--- src/rtl/sobel_host.sv ---
// Avalon-MM host: writes a 4x4 tile to a Sobel agent, reads the 2x2 result back; outputs registered.
// Optional SOBEL_HOST_READBACK_EN: rows are read back and compared before the result read.
module sobel_host #(
   parameter int unsigned READ_LATENCY = 1,
   parameter logic [2:0]  RESULT_ADDR  = 3'b100
) (
   input  logic        clk,
   input  logic        rst,
   input  logic        start,
   input  logic [31:0] row0,
   input  logic [31:0] row1,
   input  logic [31:0] row2,
   input  logic [31:0] row3,
   output logic        busy,
   output logic        done,
   output logic [31:0] result,
   output logic [2:0]  m_addr,
   output logic [31:0] m_wdata,
   output logic [3:0]  m_byteenable,
   output logic        m_cs,
   output logic        m_read,
   output logic        m_write,
   input  logic        m_waitrequest,
   input  logic [31:0] m_rdata,
   output logic        err
);
   localparam logic [2:0] LAST_CNT = 3'(READ_LATENCY - 1);

`ifdef SOBEL_HOST_READBACK_EN
   typedef enum logic [2:0] {IDLE, WRITE, READ, RWAIT, DONE, VERIFY, VWAIT} state_t;
`else
   typedef enum logic [2:0] {IDLE, WRITE, READ, RWAIT, DONE} state_t;
`endif

   state_t      state_q, state_d;
   logic [1:0]  idx_q, idx_d;
   logic [2:0]  cnt_q, cnt_d;
   logic [31:0] row_q [4];
   logic        accept_start, lat_done;
   logic        wr_d, rd_d;
   logic [2:0]  addr_d;
   logic [31:0] wdata_d;

   assign accept_start = (state_q == IDLE) && start;
   assign lat_done     = (cnt_q == LAST_CNT);

   always_comb begin
      state_d = state_q;
      idx_d   = idx_q;
      cnt_d   = cnt_q;
      case (state_q)
         IDLE: begin
            if (start) begin
               state_d = WRITE;
               idx_d   = 2'd0;
            end
         end
         WRITE: begin
            if (!m_waitrequest) begin
               if (idx_q == 2'd3) begin
`ifdef SOBEL_HOST_READBACK_EN
                  state_d = VERIFY;
                  idx_d   = 2'd0;
`else
                  state_d = READ;
`endif
               end else begin
                  idx_d = idx_q + 2'd1;
               end
            end
         end
`ifdef SOBEL_HOST_READBACK_EN
         VERIFY: begin
            if (!m_waitrequest) begin
               state_d = VWAIT;
               cnt_d   = 3'd0;
            end
         end
         VWAIT: begin
            if (lat_done) begin
               cnt_d = 3'd0;
               if (idx_q == 2'd3) begin
                  state_d = READ;
               end else begin
                  idx_d   = idx_q + 2'd1;
                  state_d = VERIFY;
               end
            end else begin
               cnt_d = cnt_q + 3'd1;
            end
         end
`endif
         READ: begin
            if (!m_waitrequest) begin
               state_d = RWAIT;
               cnt_d   = 3'd0;
            end
         end
         RWAIT: begin
            if (lat_done) begin
               cnt_d   = 3'd0;
               state_d = DONE;
            end else begin
               cnt_d = cnt_q + 3'd1;
            end
         end
         DONE:    state_d = IDLE;
         default: state_d = IDLE;
      endcase
   end

   // Bus outputs are registered from the next state, so a stall simply recomputes the same values.
   always_comb begin
      wr_d    = (state_d == WRITE);
      rd_d    = (state_d == READ);
      addr_d  = 3'd0;
      wdata_d = 32'd0;
`ifdef SOBEL_HOST_READBACK_EN
      rd_d = rd_d || (state_d == VERIFY);
      if (state_d == VERIFY) addr_d = {1'b0, idx_d};
`endif
      if (wr_d) begin
         addr_d  = {1'b0, idx_d};
         wdata_d = accept_start ? row0 : row_q[idx_d];
      end else if (state_d == READ) begin
         addr_d = RESULT_ADDR;
      end
   end

   always_ff @(posedge clk) begin
      if (rst) begin
         state_q      <= IDLE;
         idx_q        <= 2'd0;
         cnt_q        <= 3'd0;
         busy         <= 1'b0;
         done         <= 1'b0;
         result       <= 32'd0;
         m_addr       <= 3'd0;
         m_wdata      <= 32'd0;
         m_byteenable <= 4'h0;
         m_cs         <= 1'b0;
         m_read       <= 1'b0;
         m_write      <= 1'b0;
      end else begin
         state_q      <= state_d;
         idx_q        <= idx_d;
         cnt_q        <= cnt_d;
         busy         <= (state_d != IDLE);
         done         <= (state_d == DONE);
         m_addr       <= addr_d;
         m_wdata      <= wdata_d;
         m_byteenable <= wr_d ? 4'hF : 4'h0;
         m_cs         <= wr_d | rd_d;
         m_read       <= rd_d;
         m_write      <= wr_d;
         if (state_q == RWAIT && lat_done) result <= m_rdata;
      end
   end

   always_ff @(posedge clk) begin
      if (!rst && accept_start) begin
         row_q[0] <= row0;
         row_q[1] <= row1;
         row_q[2] <= row2;
         row_q[3] <= row3;
      end
   end

`ifdef SOBEL_HOST_READBACK_EN
   logic mism_q, err_q;

   always_ff @(posedge clk) begin
      if (rst) begin
         mism_q <= 1'b0;
         err_q  <= 1'b0;
      end else begin
         if (accept_start) begin
            mism_q <= 1'b0;
            err_q  <= 1'b0;
         end else if (state_q == VWAIT && lat_done && m_rdata != row_q[idx_q]) begin
            mism_q <= 1'b1;
         end
         if (state_d == DONE) err_q <= mism_q;
      end
   end

   assign err = err_q;
`else
   assign err = 1'b0;
`endif
endmodule

--- config.mk ---
export PLATFORM = sky130hd
export DESIGN_NAME = sobel_host
export DESIGN_NICKNAME = d
export VERILOG_FILES = /design/src/rtl/sobel_host.sv
export SDC_FILE = /design/constraint.sdc
export NUM_CORES = 1
export LEC_CHECK = 0
export BUFFER_PORTS_ARGS = -buffer_cell sky130_fd_sc_hd__buf_2
export CAP_MARGIN = 10
export CORE_MARGIN = 8
export CORE_UTILIZATION = 40
export CTS_CLUSTER_DIAMETER = 100
export DETAILED_ROUTE_END_ITERATION = 8
export PLACE_DENSITY = 0.67
export SYNTH_ARGS = -nofsm -noshare
export SYNTH_HDL_FRONTEND = slang
export SYNTH_SLANG_ARGS = --single-unit
--- constraint.sdc ---
create_clock -name clk -period 5 [get_ports clk]
set_clock_uncertainty 0.2 [all_clocks]
set_input_delay 1 -clock clk [delete_from_list [all_inputs] [get_ports clk]]
set_output_delay 1 -clock clk [all_outputs]
set_load 0.05 [all_outputs]
==> results of run 1 <==
==> through the flow <==
stage               utilization [%]  cells
floorplan                         -    563
global placement              47.77   1031
detailed placement            47.77   1031
CTS                           51.57   1073
global route                  51.61   1076
finish                        51.61   1076
==> report_power, final <==
group	total [W]	internal [W]	leakage, nW	switching [W]
combinational	0.000354	0.000119	1.72	0.000235
clock	0.00163	0.000960	0.362	0.000672
sequential	0.00192	0.00189	1.84	0.0000236
==> state kept, by name, summed over array words and instances, names as in the netlist <==
name / cells
row_q: 128
m_wdata: 32
result: 32
cnt_q: 3
m_addr: 3
state_q: 3
idx_q: 2
busy: 1
done: 1
m_byteenable: 1
m_cs: 1
m_read: 1
==> how the worst max path moves through the flow <==
stage / start / endpoint / slack [ns]
finish: m_waitrequest / m_wdata[3] / 1.83
global route: m_waitrequest / m_wdata[5] / 1.67
floorplan: rst / row_q[0][0] / 0.58
global placement: m_waitrequest / m_wdata[3] / 1.31
detailed placement: m_waitrequest / m_wdata[3] / 1.27
CTS: m_waitrequest / m_wdata[3] / 1.84
==> routing by layer <==
layer	vias to the layer above	GRT usage, %	wire, microns
met2	212	25.65	8990
met3	35	5.703	1950
met5	-	0	55
li1	2551	-	-
met1	2480	19.46	8424
met4	10	3.626	338
==> logic make-up after synthesis <==
family          count (synthesis)  synth area share, %
other cells                     1              0.04694
mux                            34                4.260
flops                         208                68.16
simple gates                  160                10.04
xor+xnor                        1               0.1097
fa+ha+maj                       2               0.3132
compound gates                109                13.31
buf+inv                        48                3.759
==> final cells by class <==
| class | instances | area (sq um) |
|---|---|---|
| Inverter | 5 | 22.52 |
| Clock inverter | 12 | 100.1 |
| Multi-Input combinational cell | 307 | 2267 |
| Tap cell | 265 | 331.6 |
| Clock buffer | 30 | 641.9 |
| Antenna cell | 3 | 7.507 |
| Sequential cell | 208 | 5445 |
| Timing Repair Buffer | 246 | 1261 |
| Fill cell | 1726 | 9449 |
==> critical path, cell delays in order <==
cell	delay, ns
buf_2	0.13
nor3_4	0.23
mux2i_2	0.24
buf_4	0.29
or2_4	0.75
and2_4	0.45
a2111oi_1	0.12
==> placed cells by master, fill, tap and decap left out, types with 2 or more instances in the layout <==
| cell type | instances |
|---|---|
| nor3_1 | 2 |
| edfxtp_1 | 128 |
| a31oi_1 | 2 |
| clkinv_1 | 4 |
| diode_2 | 3 |
| ha_1 | 2 |
| a21oi_1 | 34 |
| nor2_1 | 41 |
| clkinvlp_4 | 3 |
| a2111oi_1 | 4 |
| clkinv_2 | 4 |
| a211oi_2 | 18 |
| clkbuf_16 | 23 |
| clkbuf_8 | 4 |
| mux2i_1 | 33 |
| a211oi_1 | 14 |
| and2_1 | 9 |
| and2_0 | 6 |
| a2111oi_2 | 28 |
| dfxtp_1 | 80 |
| buf_2 | 239 |
| nand2_1 | 67 |
| inv_1 | 4 |
| clkbuf_1 | 3 |
| buf_4 | 6 |
| nor3b_1 | 19 |
==> summary.txt, run 1 <==
Logic synthesis
  • Top-count cell post-synth: edfxtp_1
  • Ys async rst share: 0%
  • Yosys top cell area share: between 40% and 50%
  • EDFF count, synth: around 130
  • Seq/Total Area, Yosys: between 60% and 70%
  • Synth unique cells: 49
  • Mean Syn Cell Area: about 14 sq um
  • Flops & latches, synth: ~210
  • Top area cells in the synthesized netlist: edfxtp_1, dfxtp_1, a2111oi_2
  • Syn nets: ~730
  • Most common library cells after synthesis: edfxtp_1, dfxtp_1, nand2_1
  • Yosys warns: 0
  • Mapped cell area: 7989 sq um
  • Top_reg_cell synth: edfxtp_1
  • Synth area leader: edfxtp_1
  • Synth Instances: around 560

Clocking
  • PostCTS Resize Cnt: 0
  • Root buf cell: clkbuf_16
  • Worst-skew pair later-pin latency: slightly above 0.5 ns
  • Clock Path Buffers: 3
  • CTS buffer count: 23
  • Depth of the CTS H-tree: 1
  • Num Clock Sinks: about 210
  • Setup Buffers After CTS: 0
  • Clk pin slew, worst setup/hold paths: about 0.06 ns
  • Hold buffers post-CTS: 0
  • TritonCTS clock tree: built

Critical path
  • Crit path required time: 5.14 ns
  • Worst R2R Start: state_q[0]
  • Crit Reg-Reg Endpoint: m_wdata[3]
  • Crit end category: flip-flop
  • CP Data Arrival Time: around 3.3 ns
  • Setup crit start kind: primary input
  • Reg2Reg Depth: 6
  • CP max FO: 54
  • Crit path kind: primary input to flip-flop
  • R2r setup slk: 1.91 ns

STA
  • Max Slew Vio Count: 0
  • Actual slew at the worst max-slew pin: around 1.1 ns
  • Endpoints failing setup: 0
  • Final worst slack: between 1.5 and 2 ns
  • Post-route minimum period: ~3.2 ns
  • F_max: about 310 MHz
  • RSZ-0062 raised after global routing: no
  • Slew headroom: approximately a quarter
  • Final Hold Vio Count: 0
  • Setup TNS: 0 ns
  • Final period utilization: between 60% and 70%
  • Hold slack: approximately 0.25 ns

GRT
  • Vias in the first global route: between 5000 and 6000
  • Gr ovfl total: 0
  • Largest net degree at the start of global routing: around 130
  • Initial antenna violation count: 8
  • First-pass GRT wire length: a little over 30 mm
  • GRT Total Usage: between 15 and 20%

Routing
  • Final ANT Viol Nets: 0
  • Initial DRC Count: around 290
  • Routed WL: around 20 mm
  • Vias: about 5300
  • Drt via density: between 4 and 5
  • Pre-antenna DRT Iters: 4
  • Routed len/inst: between 15 and 20 microns
  • Drt drc: 0

Worst hold path
  • Worst min path class: flip-flop to flip-flop
  • Hold path startpoint: result[15]
  • Hold path depth: 2
  • Hold worst-path end: result[15]

Power and ir drop
  • Cell leakage power: a little under 4 nW
  • Final Power: a little under 0.004 W
  • Worst vdd ir: between 0.2 and 0.3 mV
  • Power per cell area: ~390 nW/um^2

Placement
  • Placement Setup Slack: about 1.3 ns
  • Port Buf Inserts: about 240
  • Routability Congestion: around 0.74
  • Detailed-placement wirelength estimate: between 10 and 15 mm
  • Placed cell areas: approximately 9300 sq um

Floorplanning
  • Die Height: between 150 and 200 microns
  • Die X: about 160 microns
  • Die ar.: between 20000 and 25000 sq um
  • # rows: between 50 and 60
  • IO Pins: about 240
  • Core area: slightly below 20000 sq um
  • Initial Util: about two fifths

Layout
  • Area grow syn2layout: 26.14%
  • Nets: approximately 960
  • Ratio of cells with drive above 1 in the final layout: a little over two fifths
  • Finished Cell Area: 10080 sq um

Run status
  • Status: finished clean

Flow run
  • MaxCap Viol Count: 0
Note: power is estimated with default switching activity, not from simulation.
==> run 2: changes to the inputs <==
==> constraint.sdc (replaced) <==
create_clock -name clk -period 2.7 [get_ports clk]
set_clock_uncertainty 0.2 [all_clocks]
set_input_delay 0.54 -clock clk [delete_from_list [all_inputs] [get_ports clk]]
set_output_delay 0.54 -clock clk [all_outputs]
set_load 0.05 [all_outputs]
==> run 2 against run 1 <==
Against the previous run: combinational power is 120% higher; worst setup slack got worse by 1.5 ns; wire length rose by 6.2%; final area increased by 9.4%; global-route usage is 0.73 points higher; core utilization grew 4.9 points; hold slack got worse by 0.23 ns; clock power rose by 87%.
==> summary.txt, run 2 (synthesis results as in run 1) <==
Clocking
  • TritonCTS clock tree: built
  • Clk pin slew, worst setup/hold paths: 0.06 ns
  • Root buf cell: clkbuf_16
  • Num Clock Sinks: around 210
  • Setup Buffers After CTS: 0
  • Depth of the CTS H-tree: 1
  • Hold buffers post-CTS: slightly above 70
  • Clock Path Buffers: 3
  • Worst-skew pair later-pin latency: between 0.5 and 0.6 ns
  • CTS buffer count: 23
  • PostCTS Resize Cnt: 0

Floorplanning
  • Initial Util: approximately two fifths
  • IO Pins: roughly 240
  • Die ar.: about 25000 sq um
  • Core area: between 15000 and 20000 sq um
  • # rows: 51
  • Die X: around 160 microns
  • Die Height: roughly 160 microns

GRT
  • Initial antenna violation count: 3
  • First-pass GRT wire length: between 30 and 40 mm
  • Gr ovfl total: 0
  • Largest net degree at the start of global routing: 48
  • GRT Total Usage: between 10% and 20%
  • Vias in the first global route: around 6000

Flow run
  • MaxCap Viol Count: 0

Placement
  • Port Buf Inserts: between 200 and 250
  • Detailed-placement wirelength estimate: ~14 mm
  • Routability Congestion: ~0.77

Routing
  • Pre-antenna DRT Iters: 4
  • Routed WL: roughly 21 mm
  • Vias: between 5000 and 6000
  • Initial DRC Count: 272
  • Final ANT Viol Nets: 0
  • Routed len/inst: 17.97 microns
  • Drt drc: 0
  • Drt via density: 4.901

STA
  • Post-route minimum period: about 2.4 ns
  • Final period utilization: between 80% and 90%
  • Final Hold Vio Count: 0
  • RSZ-0062 raised after global routing: no
  • Endpoints failing setup: 0
  • F_max: around 420 MHz
  • Max Slew Vio Count: 0
  • Hold slack: around 0.019 ns

Critical path
  • Crit end category: flip-flop
  • Setup crit start kind: flip-flop
  • Crit path kind: flip-flop to flip-flop
  • Reg2Reg Depth: 6
  • CP Data Arrival Time: 2.59 ns
  • CP max FO: 17
  • Crit path required time: around 2.9 ns

Layout
  • End-of-flow core utilization: between 50% and 60%
  • Max reg flops: around 130
  • Nets: roughly 1000
  • Ratio of cells with drive above 1 in the final layout: just under 40%
  • Most frequent cells in the layout: buf_2, edfxtp_1, dfxtp_1
  • Commonest non-fill, non-tap cell in the layout: buf_2
  • Area grow syn2layout: 38.03%
  • Largest Register: row_q
  • Leading registers by flop count: row_q: 128 flops, m_wdata: 32 flops, result: 32 flops

Power and ir drop
  • Power per cell area: 669.8 nW/um^2
  • Worst vdd ir: ~0.66 mV
  • Cell leakage power: roughly 4.3 nW
  • Final Power: 0.007385 W

Worst hold path
  • Worst min path class: primary input to flip-flop
  • Hold path depth: 1

Run status
  • Status: finished clean
==> run 2: path summary, 6_finish.rpt <==
| check | start | end | slack [ns] |
|---|---|---|---|
| worst min register to register | result[19] | result[19] | 0.25 |
| worst max-delay path | state_q[0] | m_wdata[24] | 0.30 |
| worst max register to register | state_q[0] | m_wdata[24] | 0.30 |
| worst min-delay path | row3[0] | row_q[3][0] | 0.02 |
==> run 2: routing by layer <==
| metal | share of wire (%) | global-route usage (%) | up-vias |
|---|---|---|---|
| met4 | 1.8 | 5.032 | 0 |
| met3 | 9.4 | 4.689 | 26 |
| met5 | 0 | 0 | - |
| met2 | 47 | 26.79 | 233 |
| met1 | 42 | 20.75 | 2726 |
| li1 | - | - | 2734 |
==> run 2: stage by stage <==
stage | worst slack (ns) | TNS (ns) | instance area, sq um | std cells
after floorplan | -0.8611 | -110.22 | 8013 | 563
after global placement | 0.07700 | 0 | 9508 | 1045
after detailed placement | 0.07002 | 0 | 9508 | 1045
after CTS | 0.2726 | 0 | 10980 | 1159
after global routing | 0.1629 | 0 | 11020 | 1166
final | 0.3000 | 0 | 11030 | 1167
==> run 2: layout make-up <==
| type | instances | area (sq um) |
|---|---|---|
| clock inverters | 13 | 140.1 |
| diodes | 4 | 10.01 |
| fillers | 1612 | 8499 |
| multi-input cells | 307 | 2267 |
| clock buffers | 29 | 608.1 |
| flip-flops and latches | 208 | 5445 |
| inverters | 5 | 22.52 |
| repair buffers | 336 | 2202 |
| well taps | 265 | 331.6 |
==> run 2: worst max-delay path, cell delays in order, from the launching register on <==
cell	delay, ns
dfxtp_1	0.42
or4b_4	0.56
a32o_4	0.39
buf_4	0.23
and2_1	0.18
a211oi_2	0.22
a2111oi_2	0.08
==> run 2: power breakdown <==
part | internal [W] | switching [W]
Combinational | 0.000315 | 0.000469
Sequential | 0.00350 | 0.0000438
Clock | 0.00181 | 0.00125
==> run 3: changes to the inputs <==
--- a/config.mk
+++ b/config.mk
@@ -5,6 +5,7 @@
 export SDC_FILE = /design/constraint.sdc
 export NUM_CORES = 1
 export LEC_CHECK = 0
+export ABC_AREA = 1
 export BUFFER_PORTS_ARGS = -buffer_cell sky130_fd_sc_hd__buf_2
 export CAP_MARGIN = 10
 export CORE_MARGIN = 8
==> run 3 against run 2 <==
Against the previous run: first-iteration DRC count grew 1.5%; register-to-register slack gained 0.25 ns; fmax grew 12%; area after synthesis grew 0.50%; critical path depth grew 4; combinational power grew 11%; core utilization grew 0.49 points; clock power grew 3%; wire length grew 8.0%; via count grew 15%; sequential share of layout area shrank 1.5 points; synthesized cell count grew 40%; critical path type unchanged; critical endpoint is now m_wdata[11].
==> summary.txt, run 3 <==
Layout
  • Ratio of cells with drive above 1 in the final layout: roughly 27%
  • Fill cells: between 1500 and 2000
  • End-of-flow core utilization: between 50% and 60%
  • Largest Register: row_q
  • Max reg flops: between 100 and 150
  • Commonest non-fill, non-tap cell in the layout: buf_2
  • Area grow syn2layout: 41.70%
  • Final std cells w/o fill: 1422
  • Most frequent cells in the layout: buf_2, nand2_1, edfxtp_1
  • N_diodes: 0
  • Nets: 1300
  • Leading registers by flop count: row_q: 128 flops, m_wdata: 32 flops, result: 32 flops

Clocking
  • Root buf cell: clkbuf_16
  • TritonCTS clock tree: built
  • Clk pin slew, worst setup/hold paths: 0.06 ns
  • Depth of the CTS H-tree: 1
  • Num Clock Sinks: around 210
  • Clock Path Buffers: 3
  • CTS buffer count: 24
  • Setup Buffers After CTS: 0
  • Worst-skew pair later-pin latency: about 0.52 ns
  • PostCTS Resize Cnt: 0

Logic synthesis
  • Top-count cell post-synth: nand2_1
  • Synth unique cells: 29
  • Top_reg_cell synth: edfxtp_1
  • Yosys top cell area share: 47.87%
  • Mapped cell area: around 8000 sq um
  • Yosys warns: 0
  • Flops & latches, synth: roughly 210
  • Ys async rst share: 0%
  • Top area cells in the synthesized netlist: edfxtp_1, dfxtp_1, nand2_1
  • Mean Syn Cell Area: 10.16 sq um
  • Syn nets: around 960
  • Synth area leader: edfxtp_1
  • EDFF count, synth: ~130
  • Most common library cells after synthesis: nand2_1, edfxtp_1, nand3_1
  • Synth Instances: slightly below 800
  • Seq/Total Area, Yosys: 67.82%

Critical path
  • Top Family by Delay on Critical Path: simple AND/OR/NAND/NOR gates
  • Crit path required time: approximately 2.9 ns
  • Reg2Reg Depth: 10
  • Crit end category: flip-flop
  • CP peak stage delay: 0.33 ns
  • Setup crit start kind: flip-flop
  • CP Data Arrival Time: 2.34 ns
  • CP max FO: 17
  • Worst Path Buf+Inv: 1
  • Crit path kind: flip-flop to flip-flop
  • Crit Reg-Reg Endpoint: m_wdata[11]
  • R2r setup slk: ~0.55 ns
  • CP dominant cell by count: nand2_1
  • Worst-path cell chain: nor2_2 -> nand2_1 -> o21ai_1 -> nand2_2 -> nand2_1 -> inv_2 -> nand2_1 -> o21ai_1 -> nor2_1 -> nor2_1
  • Worst R2R Start: state_q[2]
  • Crit path depth: 10
  • Crit path max-delay cell type: dfxtp_1

Routing
  • Drt drc: 0
  • Pre-antenna DRT Iters: 4
  • Routed WL: around 23 mm
  • Drt via density: roughly 4.6
  • Initial DRC Count: around 280
  • Final ANT Viol Nets: 0
  • Routed len/inst: approximately 16 microns
  • Vias: roughly 6600

Floorplanning
  • # rows: 52
  • IO Pins: 241
  • Die ar.: 24860 sq um
  • Initial Util: about 40%
  • Die X: between 150 and 200 microns
  • Die Height: 157.7 microns
  • Core area: between 15000 and 20000 sq um

Power and ir drop
  • Sequential Power Share: between 40% and 50%
  • Worst vdd ir: approximately 0.46 mV
  • Final Power: around 0.0076 W
  • Clk pwr share: between 40% and 50%
  • Combinational share of power: 11.5%
  • Internal power: 0.005746 W
  • Psw: roughly 0.0018 W
  • Sw Share: about a quarter
  • Power per cell area: around 670 nW/um^2
  • Cell leakage power: 5.165 nW

GRT
  • Initial antenna violation count: 1
  • GRT Total Usage: between 10% and 20%
  • First-pass GRT wire length: roughly 35 mm
  • Largest net degree at the start of global routing: just over 80
  • Vias in the first global route: about 6700
  • Gr ovfl total: 0

STA
  • Endpoints failing setup: 0
  • Post-route minimum period: between 2 and 2.5 ns
  • Setup TNS: 0 ns
  • Final period utilization: between 70% and 80%
  • F_max: ~460 MHz
  • RSZ-0062 raised after global routing: no
  • Max Slew Vio Count: 0
  • Final worst slack: roughly 0.55 ns
  • Final Hold Vio Count: 0

Placement
  • Dpl cells: roughly 1300
  • Port Buf Inserts: between 200 and 250
  • Placement Setup Slack: roughly 0.38 ns
  • Detailed-placement wirelength estimate: approximately 15 mm
  • Routability Congestion: around 0.78

Worst hold path
  • Worst min path class: primary input to flip-flop
  • Hold path depth: 1
  • Hold path startpoint: row2[22]
  • Hold worst-path end: row_q[2][22]

Flow run
  • MaxCap Viol Count: 0

Run status
  • Status: finished clean
==> run 3: cell types whose count changed in the layout (fill, tap and decap cells not counted), sizes merged, moves of 28 or more <==
| cell | delta |
|---|---|
| a21oi | -31 |
| nor2 | +60 |
| nand3 | +111 |
| a211oi | -32 |
| inv | +55 |
| o21ai | +38 |
| nand2 | +128 |
| a2111oi | -32 |
| dlygate4sd3 | +28 |
| mux2i | -34 |
==> run 3: how the worst max path moves through the flow <==
stage,end,start,slack [ns]
after detailed placement,m_wdata[14],m_waitrequest,0.38
after floorplan,m_wdata[1],start,-0.93
final,m_wdata[11],state_q[2],0.55
after global routing,m_wdata[16],state_q[2],0.35
after CTS,m_wdata[14],state_q[2],0.53
after global placement,m_wdata[6],m_waitrequest,0.48
==> run 3: final cells by class <==
| type | count | area (sq um) | area share, % |
|---|---|---|---|
| Sequential cell | 208 | 5445 | 47.86 |
| Timing Repair Buffer | 362 | 2455 | 21.58 |
| Multi-Input combinational cell | 477 | 2130 | 18.72 |
| Clock buffer | 36 | 699.4 | 6.148 |
| Tap cell | 270 | 337.8 | 2.969 |
| Inverter | 61 | 229.0 | 2.013 |
| Clock inverter | 8 | 81.33 | 0.7148 |
==> run 3: routing by layer <==
| metal | wire length (microns) | global-route usage [%] | vias up |
|---|---|---|---|
| met5 | 10 | 0 | - |
| met3 | 1806 | 4.586 | 35 |
| met4 | 544 | 5.122 | 2 |
| met2 | 11550 | 31.76 | 217 |
| met1 | 8737 | 20.67 | 3061 |
| li1 | - | - | 3288 |
==> run 3: logic make-up after synthesis <==
group           count (synthesis)  synth area share (%)
buf+inv                       105                 6.031
flops                         208                 67.82
xor+xnor                        1                0.1091
other cells                     1               0.04671
simple gates                  413                 21.41
fa+ha+maj                       2                0.3116
compound gates                 60                 4.270
==> run 3: stage by stage <==
stage               hold slack [ns]  instance area, sq um
finish                      0.02278                 11380
global route               0.003675                 11380
CTS                       0.0003409                 11380
detailed placement           0.2579                  9555
global placement             0.2557                  9555
floorplan                    0.2621                  8069
==> run 3: what timing repair did <==
item	CTS	global route
hold buffers	104	0
endpoints found under the hold margin	104	0
endpoints found under the setup margin	0	0
==> run 3: power groups by stage <==
stage	Sequential (W)	Combinational [W]	Clock, W
final	0.00356	0.000871	0.00314
after detailed placement	0.00362	0.000757	0
after CTS	0.00356	0.000877	0.00322
after global placement	0.00362	0.000747	0
after floorplan	0.00378	0.000333	0
after global routing	0.00357	0.000947	0.00333
==> run 3: worst reg2reg max path, delay by kind of cell (launching register included) <==
family | cells | cell delay (ns)
AND/OR/NAND/NOR | 7 | 1.06
flip-flops | 1 | 0.33
buffers and inverters | 1 | 0.18
AO/OA/AOI/OAI | 2 | 0.25
